[src/rtl/i2c_pkg.sv]
`default_nettype none
// ============================================================================
//  Module   : i2c_pkg
//  Purpose  : Shared states, register map and read-map helper for the
//             angle-encoder I2C target.
//  Revision : 1.0
// ============================================================================
package i2c_pkg;

    typedef enum logic [3:0] {
        ST_IDLE     = 4'd0,
        ST_ADDR     = 4'd1,
        ST_ADDR_ACK = 4'd2,
        ST_PTR      = 4'd3,
        ST_PTR_ACK  = 4'd4,
        ST_WR_DATA  = 4'd5,
        ST_WR_ACK   = 4'd6,
        ST_RD_DATA  = 4'd7,
        ST_RD_ACK   = 4'd8,
        ST_IGNORE   = 4'd9
    } i2c_state_t;

    localparam logic [6:0] DEFAULT_DEV_ADDR = 7'h36;

    localparam logic [7:0] REG_STATUS      = 8'h0B;
    localparam logic [7:0] REG_RAW_ANGLE_H = 8'h0C;
    localparam logic [7:0] REG_RAW_ANGLE_L = 8'h0D;
    localparam logic [7:0] REG_ANGLE_H     = 8'h0E;
    localparam logic [7:0] REG_ANGLE_L     = 8'h0F;

    function automatic logic [7:0] read_reg(
        input logic [7:0]  addr,
        input logic [11:0] ang,
        input logic [2:0]  mag
    );
        logic [7:0] v;
        case (addr)
            REG_STATUS:                   v = {2'b00, mag, 3'b000};
            REG_RAW_ANGLE_H, REG_ANGLE_H: v = {4'h0, ang[11:8]};
            REG_RAW_ANGLE_L, REG_ANGLE_L: v = ang[7:0];
            default:                      v = 8'h00;
        endcase
        return v;
    endfunction

endpackage
`default_nettype wire

[src/rtl/i2c_line_sync.sv]
`default_nettype none
// ============================================================================
//  Module   : i2c_line_sync
//  Purpose  : SCL/SDA synchronizers with edge and START/STOP detection.
//  Revision : 1.0
// ============================================================================
module i2c_line_sync #(
    parameter int SYNC_STAGES = 2
) (
    input  logic clock,
    input  logic reset_n,
    input  logic scl,
    input  logic sda_in,
    output logic scl_rise,
    output logic scl_fall,
    output logic start_det,
    output logic stop_det,
    output logic sda_s
);

    logic [SYNC_STAGES-1:0] r_scl_sync;
    logic [SYNC_STAGES-1:0] r_sda_sync;
    logic                   r_scl_d;
    logic                   r_sda_d;
    logic                   w_scl_s;
    logic                   w_sda_rise;
    logic                   w_sda_fall;

    // Flops reset to the idle-bus level so reset release creates no edges.
    always_ff @(posedge clock or negedge reset_n) begin
        if (!reset_n) begin
            r_scl_sync <= '1;
            r_sda_sync <= '1;
            r_scl_d    <= 1'b1;
            r_sda_d    <= 1'b1;
        end else begin
            r_scl_sync <= {r_scl_sync[SYNC_STAGES-2:0], scl};
            r_sda_sync <= {r_sda_sync[SYNC_STAGES-2:0], sda_in};
            r_scl_d    <= w_scl_s;
            r_sda_d    <= sda_s;
        end
    end

    assign w_scl_s    = r_scl_sync[SYNC_STAGES-1];
    assign sda_s      = r_sda_sync[SYNC_STAGES-1];
    assign scl_rise   = w_scl_s & ~r_scl_d;
    assign scl_fall   = ~w_scl_s & r_scl_d;
    assign w_sda_rise = sda_s & ~r_sda_d;
    assign w_sda_fall = ~sda_s & r_sda_d;

    // SCL must be stable high across the SDA edge; a coincident SCL edge is data.
    assign start_det  = w_sda_fall & w_scl_s & r_scl_d;
    assign stop_det   = w_sda_rise & w_scl_s & r_scl_d;

endmodule
`default_nettype wire

[src/rtl/i2c_encoder_target.sv]
`default_nettype none
// ============================================================================
//  Module   : i2c_encoder_target
//  Purpose  : I2C target emulating a 12-bit magnetic angle encoder.
//  Revision : 1.0
// ============================================================================
module i2c_encoder_target
    import i2c_pkg::*;
#(
    parameter logic [6:0] DEV_ADDR    = DEFAULT_DEV_ADDR,
    parameter int         SYNC_STAGES = 2
) (
    input  logic        clock,
    input  logic        reset_n,
    input  logic        scl,
    input  logic        sda_in,
    output logic        sda_drive_low,
    input  logic [11:0] angle,
    input  logic [2:0]  magnet_status,
    output logic [7:0]  reg_wr_addr,
    output logic [7:0]  reg_wr_data,
    output logic        reg_wr_valid,
    output logic        busy
);

    logic w_scl_rise, w_scl_fall, w_start, w_stop, w_sda_s;

    i2c_line_sync #(
        .SYNC_STAGES (SYNC_STAGES)
    ) u_line_sync (
        .clock     (clock),
        .reset_n   (reset_n),
        .scl       (scl),
        .sda_in    (sda_in),
        .scl_rise  (w_scl_rise),
        .scl_fall  (w_scl_fall),
        .start_det (w_start),
        .stop_det  (w_stop),
        .sda_s     (w_sda_s)
    );

    i2c_state_t  r_state,      w_state_nxt;
    logic [3:0]  r_bit_cnt,    w_cnt_nxt;
    logic [7:0]  r_shift,      w_shift_nxt;
    logic [7:0]  r_ptr,        w_ptr_nxt;
    logic        r_rw,         w_rw_nxt;
    logic        r_busy,       w_busy_nxt;
    logic        r_sda_drive,  w_drive_nxt;
    logic [11:0] r_snap_angle, w_snap_angle_nxt;
    logic [2:0]  r_snap_mag,   w_snap_mag_nxt;
    logic        r_wr_valid,   w_wr_valid_nxt;
    logic [7:0]  r_wr_addr,    w_wr_addr_nxt;
    logic [7:0]  r_wr_data,    w_wr_data_nxt;
    logic        r_fall_d;
    logic [7:0]  w_ptr_inc;
    logic [7:0]  w_rd_byte;
    logic [7:0]  w_shift_in;
    logic [2:0]  w_bit_idx;

    assign w_ptr_inc  = r_ptr + 8'd1;
    assign w_shift_in = {r_shift[6:0], w_sda_s};
    assign w_bit_idx  = 3'd7 - r_bit_cnt[2:0];
    // In RD_ACK the byte being prepared is the one after the current pointer.
    assign w_rd_byte  = read_reg((r_state == ST_RD_ACK) ? w_ptr_inc : r_ptr,
                                 r_snap_angle, r_snap_mag);

    always_ff @(posedge clock or negedge reset_n) begin
        if (!reset_n) begin
            r_state      <= ST_IDLE;
            r_bit_cnt    <= 4'd0;
            r_shift      <= 8'h00;
            r_ptr        <= 8'h00;
            r_rw         <= 1'b0;
            r_busy       <= 1'b0;
            r_sda_drive  <= 1'b0;
            r_snap_angle <= 12'h000;
            r_snap_mag   <= 3'b000;
            r_wr_valid   <= 1'b0;
            r_wr_addr    <= 8'h00;
            r_wr_data    <= 8'h00;
            r_fall_d     <= 1'b0;
        end else begin
            r_state      <= w_state_nxt;
            r_bit_cnt    <= w_cnt_nxt;
            r_shift      <= w_shift_nxt;
            r_ptr        <= w_ptr_nxt;
            r_rw         <= w_rw_nxt;
            r_busy       <= w_busy_nxt;
            r_sda_drive  <= w_drive_nxt;
            r_snap_angle <= w_snap_angle_nxt;
            r_snap_mag   <= w_snap_mag_nxt;
            r_wr_valid   <= w_wr_valid_nxt;
            r_wr_addr    <= w_wr_addr_nxt;
            r_wr_data    <= w_wr_data_nxt;
            r_fall_d     <= w_scl_fall;
        end
    end

    always_comb begin
        w_state_nxt      = r_state;
        w_cnt_nxt        = r_bit_cnt;
        w_shift_nxt      = r_shift;
        w_ptr_nxt        = r_ptr;
        w_rw_nxt         = r_rw;
        w_busy_nxt       = r_busy;
        w_drive_nxt      = r_sda_drive;
        w_snap_angle_nxt = r_snap_angle;
        w_snap_mag_nxt   = r_snap_mag;
        w_wr_valid_nxt   = 1'b0;
        w_wr_addr_nxt    = r_wr_addr;
        w_wr_data_nxt    = r_wr_data;

        if (w_stop) begin
            w_state_nxt = ST_IDLE;
            w_cnt_nxt   = 4'd0;
            w_drive_nxt = 1'b0;
            w_busy_nxt  = 1'b0;
        end else if (w_start) begin
            w_state_nxt = ST_ADDR;
            w_cnt_nxt   = 4'd0;
            w_drive_nxt = 1'b0;
        end else begin
            // Inputs are sampled on scl_rise; SDA only changes on the delayed fall.
            case (r_state)
                ST_ADDR, ST_PTR, ST_WR_DATA: begin
                    if (w_scl_rise) begin
                        w_shift_nxt = w_shift_in;
                        w_cnt_nxt   = r_bit_cnt + 4'd1;
                        if (r_state == ST_WR_DATA && r_bit_cnt == 4'd7) begin
                            w_wr_valid_nxt = 1'b1;
                            w_wr_addr_nxt  = r_ptr;
                            w_wr_data_nxt  = w_shift_in;
                        end
                    end
                    if (r_fall_d && r_bit_cnt == 4'd8) begin
                        w_drive_nxt = 1'b1;
                        case (r_state)
                            ST_ADDR: begin
                                if (r_shift[7:1] == DEV_ADDR) begin
                                    w_state_nxt      = ST_ADDR_ACK;
                                    w_busy_nxt       = 1'b1;
                                    w_rw_nxt         = r_shift[0];
                                    w_snap_angle_nxt = angle;
                                    w_snap_mag_nxt   = magnet_status;
                                end else begin
                                    w_state_nxt = ST_IGNORE;
                                    w_busy_nxt  = 1'b0;
                                    w_drive_nxt = 1'b0;
                                end
                            end
                            ST_PTR: begin
                                w_ptr_nxt   = r_shift;
                                w_state_nxt = ST_PTR_ACK;
                            end
                            default: w_state_nxt = ST_WR_ACK;
                        endcase
                    end
                end
                ST_ADDR_ACK: begin
                    if (r_fall_d) begin
                        w_cnt_nxt = 4'd0;
                        if (r_rw) begin
                            w_state_nxt = ST_RD_DATA;
                            w_shift_nxt = w_rd_byte;
                            w_drive_nxt = ~w_rd_byte[7];
                        end else begin
                            w_state_nxt = ST_PTR;
                            w_drive_nxt = 1'b0;
                        end
                    end
                end
                ST_PTR_ACK, ST_WR_ACK: begin
                    if (r_fall_d) begin
                        w_state_nxt = ST_WR_DATA;
                        w_cnt_nxt   = 4'd0;
                        w_drive_nxt = 1'b0;
                        if (r_state == ST_WR_ACK) begin
                            w_ptr_nxt = w_ptr_inc;
                        end
                    end
                end
                ST_RD_DATA: begin
                    if (w_scl_rise) begin
                        w_cnt_nxt = r_bit_cnt + 4'd1;
                    end
                    if (r_fall_d) begin
                        if (r_bit_cnt == 4'd8) begin
                            w_state_nxt = ST_RD_ACK;
                            w_drive_nxt = 1'b0;
                        end else begin
                            w_drive_nxt = ~r_shift[w_bit_idx];
                        end
                    end
                end
                ST_RD_ACK: begin
                    if (w_scl_rise && w_sda_s) begin
                        w_state_nxt = ST_IGNORE;
                    end else if (r_fall_d) begin
                        w_state_nxt = ST_RD_DATA;
                        w_cnt_nxt   = 4'd0;
                        w_ptr_nxt   = w_ptr_inc;
                        w_shift_nxt = w_rd_byte;
                        w_drive_nxt = ~w_rd_byte[7];
                    end
                end
                ST_IGNORE: w_drive_nxt = 1'b0;
                default:   w_state_nxt = ST_IDLE;
            endcase
        end
    end

    assign sda_drive_low = r_sda_drive;
    assign reg_wr_valid  = r_wr_valid;
    assign reg_wr_addr   = r_wr_addr;
    assign reg_wr_data   = r_wr_data;
    assign busy          = r_busy;

endmodule
`default_nettype wire

[config.mk]
export PLATFORM = sky130hd
export DESIGN_NAME = i2c_encoder_target
export DESIGN_NICKNAME = d
export VERILOG_FILES = /design/src/rtl/i2c_pkg.sv /design/src/rtl/i2c_line_sync.sv /design/src/rtl/i2c_encoder_target.sv
export SDC_FILE = /design/constraint.sdc
export NUM_CORES = 1
export LEC_CHECK = 0
export CAP_MARGIN = 40
export CORE_ASPECT_RATIO = 1.25
export CORE_UTILIZATION = 40
export CTS_CLUSTER_SIZE = 8
export DETAILED_ROUTE_END_ITERATION = 7
export PLACE_DENSITY = 0.71
export SETUP_SLACK_MARGIN = 0.15
export SLEW_MARGIN = 20
export SYNTH_ARGS = -nofsm -noshare
export SYNTH_HDL_FRONTEND = slang
export SYNTH_SLANG_ARGS = --single-unit
[constraint.sdc]
create_clock -name clock -period 3.5 [get_ports clock]
set_clock_uncertainty 0.1 [all_clocks]
set_input_delay 0.7 -clock clock [delete_from_list [all_inputs] [get_ports clock]]
set_output_delay 0.7 -clock clock [all_outputs]
set_load 0.01 [all_outputs]
==> run_summary.xml, run 1 <==
<?xml version="1.0" encoding="UTF-8"?>
<metrics>
  <group name="cts">
    <metric name="cts_tree" unit="">built</metric>
    <metric name="cts-htree-levels" unit="">3</metric>
    <metric name="buffer_levels_on_the_longest_clock_path" unit="">2</metric>
    <metric name="cts_post_setup_buffers_inserted" unit="">0</metric>
    <metric name="cts_buffers" unit="">9</metric>
    <metric name="root_buffer_cell" unit="">sky130_fd_sc_hd__clkbuf_16</metric>
    <metric name="clkLatencyLatePin" unit="ns">0.33</metric>
    <metric name="cts_sinks" unit="">66</metric>
    <metric name="post_cts_hold_buffer_count" unit="">0</metric>
    <metric name="cts_resized" unit="">0</metric>
    <metric name="worst_setup_hold_path_clk_slew" unit="ns">0.06</metric>
  </group>
  <group name="layout">
    <metric name="layout.core_utilization" unit="">0.492</metric>
    <metric name="layout.cells.non_filler" unit="">537</metric>
    <metric name="flow.area_growth_from_synthesis" unit="%">18.9</metric>
    <metric name="diodes" unit="">0</metric>
    <metric name="final_area" unit="µm²">4510</metric>
    <metric name="final_net_count" unit="">431</metric>
    <metric name="post_route_cells_drive_above_1_share" unit="">0.130</metric>
  </group>
  <group name="critical_path">
    <metric name="endpoint_kind" unit="">flip-flop</metric>
    <metric name="type_of_element_launching_the_critical_path" unit="">flip-flop</metric>
    <metric name="path_class" unit="">flip-flop to flip-flop</metric>
    <metric name="crit_path_max_fanout" unit="">17</metric>
    <metric name="timing.critical_path.required" unit="ns">3.61</metric>
    <metric name="worst-endpoint-arrival" unit="ns">2.81</metric>
  </group>
  <group name="logic_synthesis">
    <metric name="postSynth.topFlopCell" unit="">sky130_fd_sc_hd__dfrtp_1</metric>
    <metric name="synth.top_cells.by_area" unit="">sky130_fd_sc_hd__dfrtp_1 (40%), sky130_fd_sc_hd__mux2_1 (6.2%), sky130_fd_sc_hd__dfstp_2 (4.2%)</metric>
    <metric name="yosys.cell_types.count" unit="">66</metric>
    <metric name="post_synth_instance_area" unit="µm²">3790</metric>
    <metric name="synth_top_area_share" unit="">0.396</metric>
    <metric name="yosysMostFrequentCell" unit="">sky130_fd_sc_hd__dfrtp_1</metric>
    <metric name="syn_area_per_cell" unit="µm²">9.88</metric>
    <metric name="synth-edff-count" unit="">0</metric>
    <metric name="post_synth_inst_count" unit="">384</metric>
    <metric name="synth_top_cells_by_count" unit="">sky130_fd_sc_hd__dfrtp_1 (60), sky130_fd_sc_hd__nand2_1 (30), sky130_fd_sc_hd__a21oi_1 (24)</metric>
    <metric name="synth_top_cell_by_area" unit="">sky130_fd_sc_hd__dfrtp_1</metric>
    <metric name="ys.warnings.count" unit="">0</metric>
    <metric name="seq_area_frac_synth" unit="">0.437</metric>
    <metric name="postSynthNetCount" unit="">406</metric>
    <metric name="synth_seq_cells" unit="">66</metric>
    <metric name="synth_async_sr_flop_share" unit="">1.00</metric>
  </group>
  <group name="placement">
    <metric name="placed_area" unit="µm²">4240</metric>
    <metric name="detailedPlace.worstSlack" unit="ns">0.849</metric>
    <metric name="gp_routability_congestion" unit="">0.924</metric>
    <metric name="port-buffer-count" unit="">37</metric>
    <metric name="post-place-cells" unit="">521</metric>
    <metric name="post-dp-hpwl" unit="mm">6.40</metric>
  </group>
  <group name="outcome">
    <metric name="outcome" unit="">finished, final reports clean</metric>
  </group>
  <group name="drt">
    <metric name="wl_per_cell" unit="µm">16.9</metric>
    <metric name="drt_first_pass_iters" unit="">6</metric>
    <metric name="vias_per_cell" unit="">5.74</metric>
    <metric name="antenna_violating_nets_post_route" unit="">0</metric>
    <metric name="dr_total_vias" unit="">3082</metric>
    <metric name="drt_first_iter_violations" unit="">389</metric>
    <metric name="drcViolationCount" unit="">0</metric>
    <metric name="routed_wl" unit="mm">9.09</metric>
  </group>
  <group name="power_and_ir_drop">
    <metric name="total_leakage_power" unit="nW">1.90</metric>
    <metric name="max-vdd-ir-drop" unit="V">0.000324</metric>
    <metric name="power.density" unit="nW/µm²">708</metric>
  </group>
  <group name="sta">
    <metric name="layout_worst_path_cycle_share" unit="">0.774</metric>
    <metric name="timing_max_transition_violations_final" unit="">0</metric>
    <metric name="timing.max_slew.rel_slack" unit="">0.446</metric>
    <metric name="finalWorstPathRequiredPeriod" unit="ns">2.71</metric>
    <metric name="tightest_slew" unit="ns">0.826</metric>
    <metric name="achievable-frequency" unit="MHz">369</metric>
    <metric name="rsz0062_at_grt" unit="">false</metric>
    <metric name="final_hold_viol_count" unit="">0</metric>
    <metric name="finalSetupViolations" unit="">0</metric>
    <metric name="setup_total_neg_slack" unit="ns">0</metric>
    <metric name="finalWorstSetupSlack" unit="ns">0.793</metric>
  </group>
  <group name="job">
    <metric name="cap_violations" unit="">0</metric>
  </group>
  <group name="floorplan">
    <metric name="floorplan.die.height" unit="µm">111</metric>
    <metric name="floorplan_die_area" unit="µm²">9880</metric>
    <metric name="start_util" unit="">0.414</metric>
    <metric name="chipWidth" unit="µm">89.1</metric>
    <metric name="boundaryPins" unit="">38</metric>
    <metric name="placementRows" unit="">39</metric>
    <metric name="core_area" unit="µm²">9170</metric>
  </group>
  <group name="global_routing">
    <metric name="grt_util_all_layers" unit="">0.201</metric>
    <metric name="grt_start_max_net_pins" unit="">40</metric>
    <metric name="grt_pass1_vias" unit="">2944</metric>
    <metric name="grt_first_pass_wirelength" unit="mm">15.0</metric>
    <metric name="grt_antenna_before_repair" unit="">0</metric>
    <metric name="globalRoute.totalOverflow" unit="">0</metric>
  </group>
  <group name="worst_hold_path">
    <metric name="hold_path.class" unit="">flip-flop to flip-flop</metric>
  </group>
</metrics>
[critical path, cell delays in order, from the launching register on]
cell	delay, ns
sky130_fd_sc_hd__dfrtp_1	0.47
sky130_fd_sc_hd__nand2b_1	0.35
sky130_fd_sc_hd__nor2_2	0.25
sky130_fd_sc_hd__nand2_1	0.09
sky130_fd_sc_hd__or4_1	0.84
sky130_fd_sc_hd__mux2_1	0.46
[worst paths after layout]
check,startpoint,end,slack [ns],cells after the start
max,r_state[3],reg_wr_data[4],0.79,5
min,u_line_sync.r_sda_sync[0],u_line_sync.r_sda_sync[1],0.25,0
max reg2reg,r_state[3],reg_wr_data[4],0.79,5
min reg2reg,u_line_sync.r_sda_sync[0],u_line_sync.r_sda_sync[1],0.25,0
max in group asynchronous,reset_n,u_line_sync.r_sda_d,2.30,2
min in group asynchronous,reset_n,reg_wr_data[2],0.29,1
[layout by cell type (no fill, tap or decap), types with 3 or more instances in the layout]
cell and instances:
sky130_fd_sc_hd__a211oi_1 4, sky130_fd_sc_hd__a21boi_0 4, sky130_fd_sc_hd__a21o_1 3, sky130_fd_sc_hd__a21oi_1 24, sky130_fd_sc_hd__a311oi_1 4, sky130_fd_sc_hd__a31oi_1 7, sky130_fd_sc_hd__and2_1 4, sky130_fd_sc_hd__and3b_1 3
sky130_fd_sc_hd__buf_4 6, sky130_fd_sc_hd__clkbuf_16 9, sky130_fd_sc_hd__clkdlybuf4s50_1 36, sky130_fd_sc_hd__clkinv_2 3, sky130_fd_sc_hd__dfrtp_1 60, sky130_fd_sc_hd__dfstp_2 6, sky130_fd_sc_hd__ha_1 3, sky130_fd_sc_hd__inv_1 11
sky130_fd_sc_hd__mux2_1 21, sky130_fd_sc_hd__mux2_2 14, sky130_fd_sc_hd__mux2i_1 7, sky130_fd_sc_hd__nand2_1 30, sky130_fd_sc_hd__nand2b_1 5, sky130_fd_sc_hd__nand3_1 9, sky130_fd_sc_hd__nand4_1 11, sky130_fd_sc_hd__nand4b_1 3
sky130_fd_sc_hd__nor2_1 23, sky130_fd_sc_hd__nor2b_1 9, sky130_fd_sc_hd__nor3_1 11, sky130_fd_sc_hd__o211ai_1 4, sky130_fd_sc_hd__o21a_1 3, sky130_fd_sc_hd__o21ai_0 19, sky130_fd_sc_hd__o221ai_1 3, sky130_fd_sc_hd__o22ai_1 3
[final cells by class]
cell class	instances	area [µm²]
fill	896	4660
tap	123	154
clock buffer	11	243
multi-input combinational	277	1950
sequential	66	1660
timing repair buffer	44	430
clock inverter	5	30.0
inverter	11	41.3
[through the flow]
stage | power (mW) | hold WS (ns)
6_report | 3.19 | 0.255
5_1_grt | 3.39 | 0.260
4_1_cts | 3.19 | 0.255
3_5_place_dp | 2.36 | 0.248
3_3_place_gp | 2.33 | 0.247
2_1_floorplan | 2.05 | 0.245
[cells by family after synthesis]
group                      after synthesis  synth area share
and+or+nand+nor                        125             0.177
AOI/OAI and AO/OA                      102             0.189
DFF                                     66             0.437
muxes                                   43             0.128
buffers and inverters                   41            0.0491
xor gates and xnor gates                 4           0.00924
adders and majority gates                3           0.00990
[sequential cells by signal, indices dropped and copies added (netlist names), 2 cells and up]
register	cells
r_snap_angle	12
r_ptr	8
r_shift	8
reg_wr_addr	8
reg_wr_data	8
r_bit_cnt	4
r_state	4
r_snap_mag	3
u_line_sync.r_scl_sync	2
u_line_sync.r_sda_sync	2
[layer usage]
metal  wire (µm)  global-route usage
met2        4560               0.313
met3         450              0.0491
met5           0                   0
met1        3890               0.269
met4         189              0.0730
[power breakdown]
group          leakage (nW)  switching, mW  internal (mW)
sequential            0.830          0.311          0.897
clock                 0.131          0.327          0.494
combinational         0.936          0.649          0.515
(Power assumes the default switching activity.)
==> inputs of run 2 (changes only) <==
- clock period: 3.5 -> 2.63 ns (I/O delays scaled with it)
==> run 2 against run 1 <==
Against the previous run: clock power grew 33%; setup slack lost 0.50 ns; die area is the same; critical path type unchanged; non-clock buffer count grew 16; fmax grew 16%; critical endpoint is now reg_wr_data[1].
==> run_summary.xml, run 2 (same netlist as run 1, synthesis figures left out) <==
<?xml version="1.0" encoding="UTF-8"?>
<metrics>
  <group name="power_and_ir_drop">
    <metric name="pwr-share-clk" unit="">0.246</metric>
    <metric name="power.density" unit="nW/µm²">945</metric>
    <metric name="p_switching" unit="mW">1.77</metric>
    <metric name="max-vdd-ir-drop" unit="V">0.000403</metric>
    <metric name="switching_share" unit="">0.400</metric>
    <metric name="total_leakage_power" unit="nW">1.99</metric>
    <metric name="internal_power" unit="mW">2.66</metric>
    <metric name="share_of_power_burned_in_combinational_logic" unit="">0.420</metric>
    <metric name="sequentialPowerShare" unit="">0.334</metric>
  </group>
  <group name="floorplan">
    <metric name="floorplan_die_area" unit="µm²">9880</metric>
    <metric name="chipWidth" unit="µm">89.1</metric>
    <metric name="floorplan.die.height" unit="µm">111</metric>
    <metric name="core_area" unit="µm²">9170</metric>
    <metric name="start_util" unit="">0.414</metric>
    <metric name="boundaryPins" unit="">38</metric>
    <metric name="placementRows" unit="">39</metric>
  </group>
  <group name="critical_path">
    <metric name="worst_r2r_startpoint" unit="">r_state[3]</metric>
    <metric name="critical_path.reg2reg.endpoint" unit="">reg_wr_data[1]</metric>
    <metric name="type_of_element_launching_the_critical_path" unit="">flip-flop</metric>
    <metric name="path_class" unit="">flip-flop to flip-flop</metric>
    <metric name="reg2reg_depth" unit="">6</metric>
    <metric name="crit_path_max_fanout" unit="">17</metric>
    <metric name="endpoint_kind" unit="">flip-flop</metric>
    <metric name="rrSetupSlack" unit="ns">0.29</metric>
    <metric name="timing.critical_path.required" unit="ns">2.73</metric>
    <metric name="worst-endpoint-arrival" unit="ns">2.44</metric>
  </group>
  <group name="cts">
    <metric name="root_buffer_cell" unit="">sky130_fd_sc_hd__clkbuf_16</metric>
    <metric name="buffer_levels_on_the_longest_clock_path" unit="">2</metric>
    <metric name="worst_setup_hold_path_clk_slew" unit="ns">0.05</metric>
    <metric name="cts_post_setup_buffers_inserted" unit="">0</metric>
    <metric name="cts_resized" unit="">0</metric>
    <metric name="cts_sinks" unit="">66</metric>
    <metric name="cts-htree-levels" unit="">3</metric>
    <metric name="clkLatencyLatePin" unit="ns">0.33</metric>
    <metric name="post_cts_hold_buffer_count" unit="">0</metric>
    <metric name="cts_tree" unit="">built</metric>
    <metric name="cts_buffers" unit="">9</metric>
  </group>
  <group name="layout">
    <metric name="final_net_count" unit="">447</metric>
    <metric name="fill_cells" unit="">869</metric>
    <metric name="post_route_cells_drive_above_1_share" unit="">0.170</metric>
    <metric name="area_occupied_by_multi_input_gates" unit="µm²">1980</metric>
    <metric name="largest_register" unit="">r_snap_angle</metric>
    <metric name="most-common-layout-cells" unit="">sky130_fd_sc_hd__dfrtp_1 (60), sky130_fd_sc_hd__clkdlybuf4s50_1 (36), sky130_fd_sc_hd__nand2_1 (30)</metric>
    <metric name="diodes" unit="">0</metric>
    <metric name="regArea" unit="µm²">1660</metric>
    <metric name="layout.cells.most_common" unit="">sky130_fd_sc_hd__dfrtp_1</metric>
    <metric name="largest_reg_flops" unit="">12</metric>
    <metric name="flow.area_growth_from_synthesis" unit="%">23.5</metric>
  </group>
  <group name="drt">
    <metric name="drcViolationCount" unit="">0</metric>
    <metric name="antenna_violating_nets_post_route" unit="">0</metric>
    <metric name="routed_wl" unit="mm">9.07</metric>
    <metric name="drt_first_iter_violations" unit="">292</metric>
    <metric name="wl_per_cell" unit="µm">16.4</metric>
    <metric name="drt_first_pass_iters" unit="">4</metric>
    <metric name="dr_total_vias" unit="">3149</metric>
    <metric name="vias_per_cell" unit="">5.69</metric>
  </group>
  <group name="sta">
    <metric name="timing.max_slew.rel_slack" unit="">0.634</metric>
    <metric name="finalWorstSetupSlack" unit="ns">0.292</metric>
    <metric name="setup_total_neg_slack" unit="ns">0</metric>
    <metric name="tightest_slew" unit="ns">0.545</metric>
    <metric name="finalSetupViolations" unit="">0</metric>
    <metric name="rsz0062_at_grt" unit="">false</metric>
    <metric name="achievable-frequency" unit="MHz">428</metric>
    <metric name="final_hold_viol_count" unit="">0</metric>
    <metric name="layout_worst_path_cycle_share" unit="">0.889</metric>
    <metric name="finalWorstPathRequiredPeriod" unit="ns">2.34</metric>
    <metric name="timing_max_transition_violations_final" unit="">0</metric>
  </group>
  <group name="placement">
    <metric name="port-buffer-count" unit="">37</metric>
    <metric name="detailedPlace.worstSlack" unit="ns">0.257</metric>
    <metric name="post-dp-hpwl" unit="mm">6.51</metric>
    <metric name="gp_routability_congestion" unit="">0.892</metric>
  </group>
  <group name="global_routing">
    <metric name="grt_start_max_net_pins" unit="">67</metric>
    <metric name="globalRoute.totalOverflow" unit="">0</metric>
    <metric name="grt_first_pass_wirelength" unit="mm">15.4</metric>
    <metric name="grt_antenna_before_repair" unit="">0</metric>
    <metric name="grt_pass1_vias" unit="">3135</metric>
    <metric name="grt_util_all_layers" unit="">0.204</metric>
  </group>
  <group name="job">
    <metric name="cap_violations" unit="">0</metric>
  </group>
  <group name="outcome">
    <metric name="outcome" unit="">finished, final reports clean</metric>
  </group>
  <group name="worst_hold_path">
    <metric name="hold_path.class" unit="">input pin to async pin</metric>
  </group>
</metrics>
run 2: cell count changes in the layout (fill, tap and decap cells not counted), sizes merged:
| cell | previous run | this run |
|---|---|---|
| buf | 8 | 24 |
run 2: per-stage QoR:
step | instance area (µm²) | hold slack (ns) | total power, mW | util | std cells
floorplan | 3790 | 0.130 | 2.72 | - | 384
global placement | 4380 | 0.246 | 3.27 | 0.478 | 537
detailed placement | 4380 | 0.248 | 3.30 | 0.478 | 537
CTS | 4660 | 0.124 | 4.40 | 0.508 | 553
global route | 4690 | 0.139 | 4.71 | 0.511 | 553
finish | 4690 | 0.0982 | 4.43 | 0.511 | 553
run 2: worst max-delay path, stage by stage (launching register included):
cell,delay [ns]
sky130_fd_sc_hd__dfrtp_1,0.48
sky130_fd_sc_hd__nand2b_1,0.29
sky130_fd_sc_hd__nor2_2,0.22
sky130_fd_sc_hd__nand2_1,0.09
sky130_fd_sc_hd__or4_1,0.48
sky130_fd_sc_hd__buf_4,0.23
sky130_fd_sc_hd__mux2_1,0.33
run 2: cell type report:
cell class                 instances  area share
tap                              123      0.0328
clock inverter                     5     0.00641
multi-input combinational        277       0.423
timing repair buffer              60       0.123
inverter                          11     0.00881
sequential                        66       0.354
clock buffer                      11      0.0518
run 2: metal layers:
| layer | up-vias | wire (µm) | global-route usage | part of all wire |
|---|---|---|---|---|
| met5 | - | 0 | 0 | 0 |
| met4 | 0 | 319 | 0.0974 | 0.035 |
| met3 | 27 | 515 | 0.0417 | 0.057 |
| met2 | 107 | 4570 | 0.323 | 0.50 |
| met1 | 1518 | 3670 | 0.262 | 0.40 |
| li1 | 1497 | - | - | - |
run 2: worst max-delay path by stage:
stage | startpoint | to | slack [ns] | cells past startpoint
2_1_floorplan | u_line_sync.r_scl_sync[1] | reg_wr_addr[0] | 0.35 | 8
3_3_place_gp | r_state[0] | sda_drive_low | 0.32 | 5
3_5_place_dp | r_state[0] | sda_drive_low | 0.26 | 5
5_1_grt | r_ptr[0] | sda_drive_low | 0.18 | 6
6_report | r_state[3] | reg_wr_data[1] | 0.29 | 6
4_1_cts | r_state[0] | sda_drive_low | 0.25 | 5
run 2: power by group through the flow:
stage	clock network, mW	registers, mW	logic, mW
2_1_floorplan	0	1.36	1.36
3_3_place_gp	0	1.48	1.79
3_5_place_dp	0	1.49	1.81
4_1_cts	1.11	1.48	1.82
5_1_grt	1.16	1.51	2.04
6_report	1.09	1.48	1.86
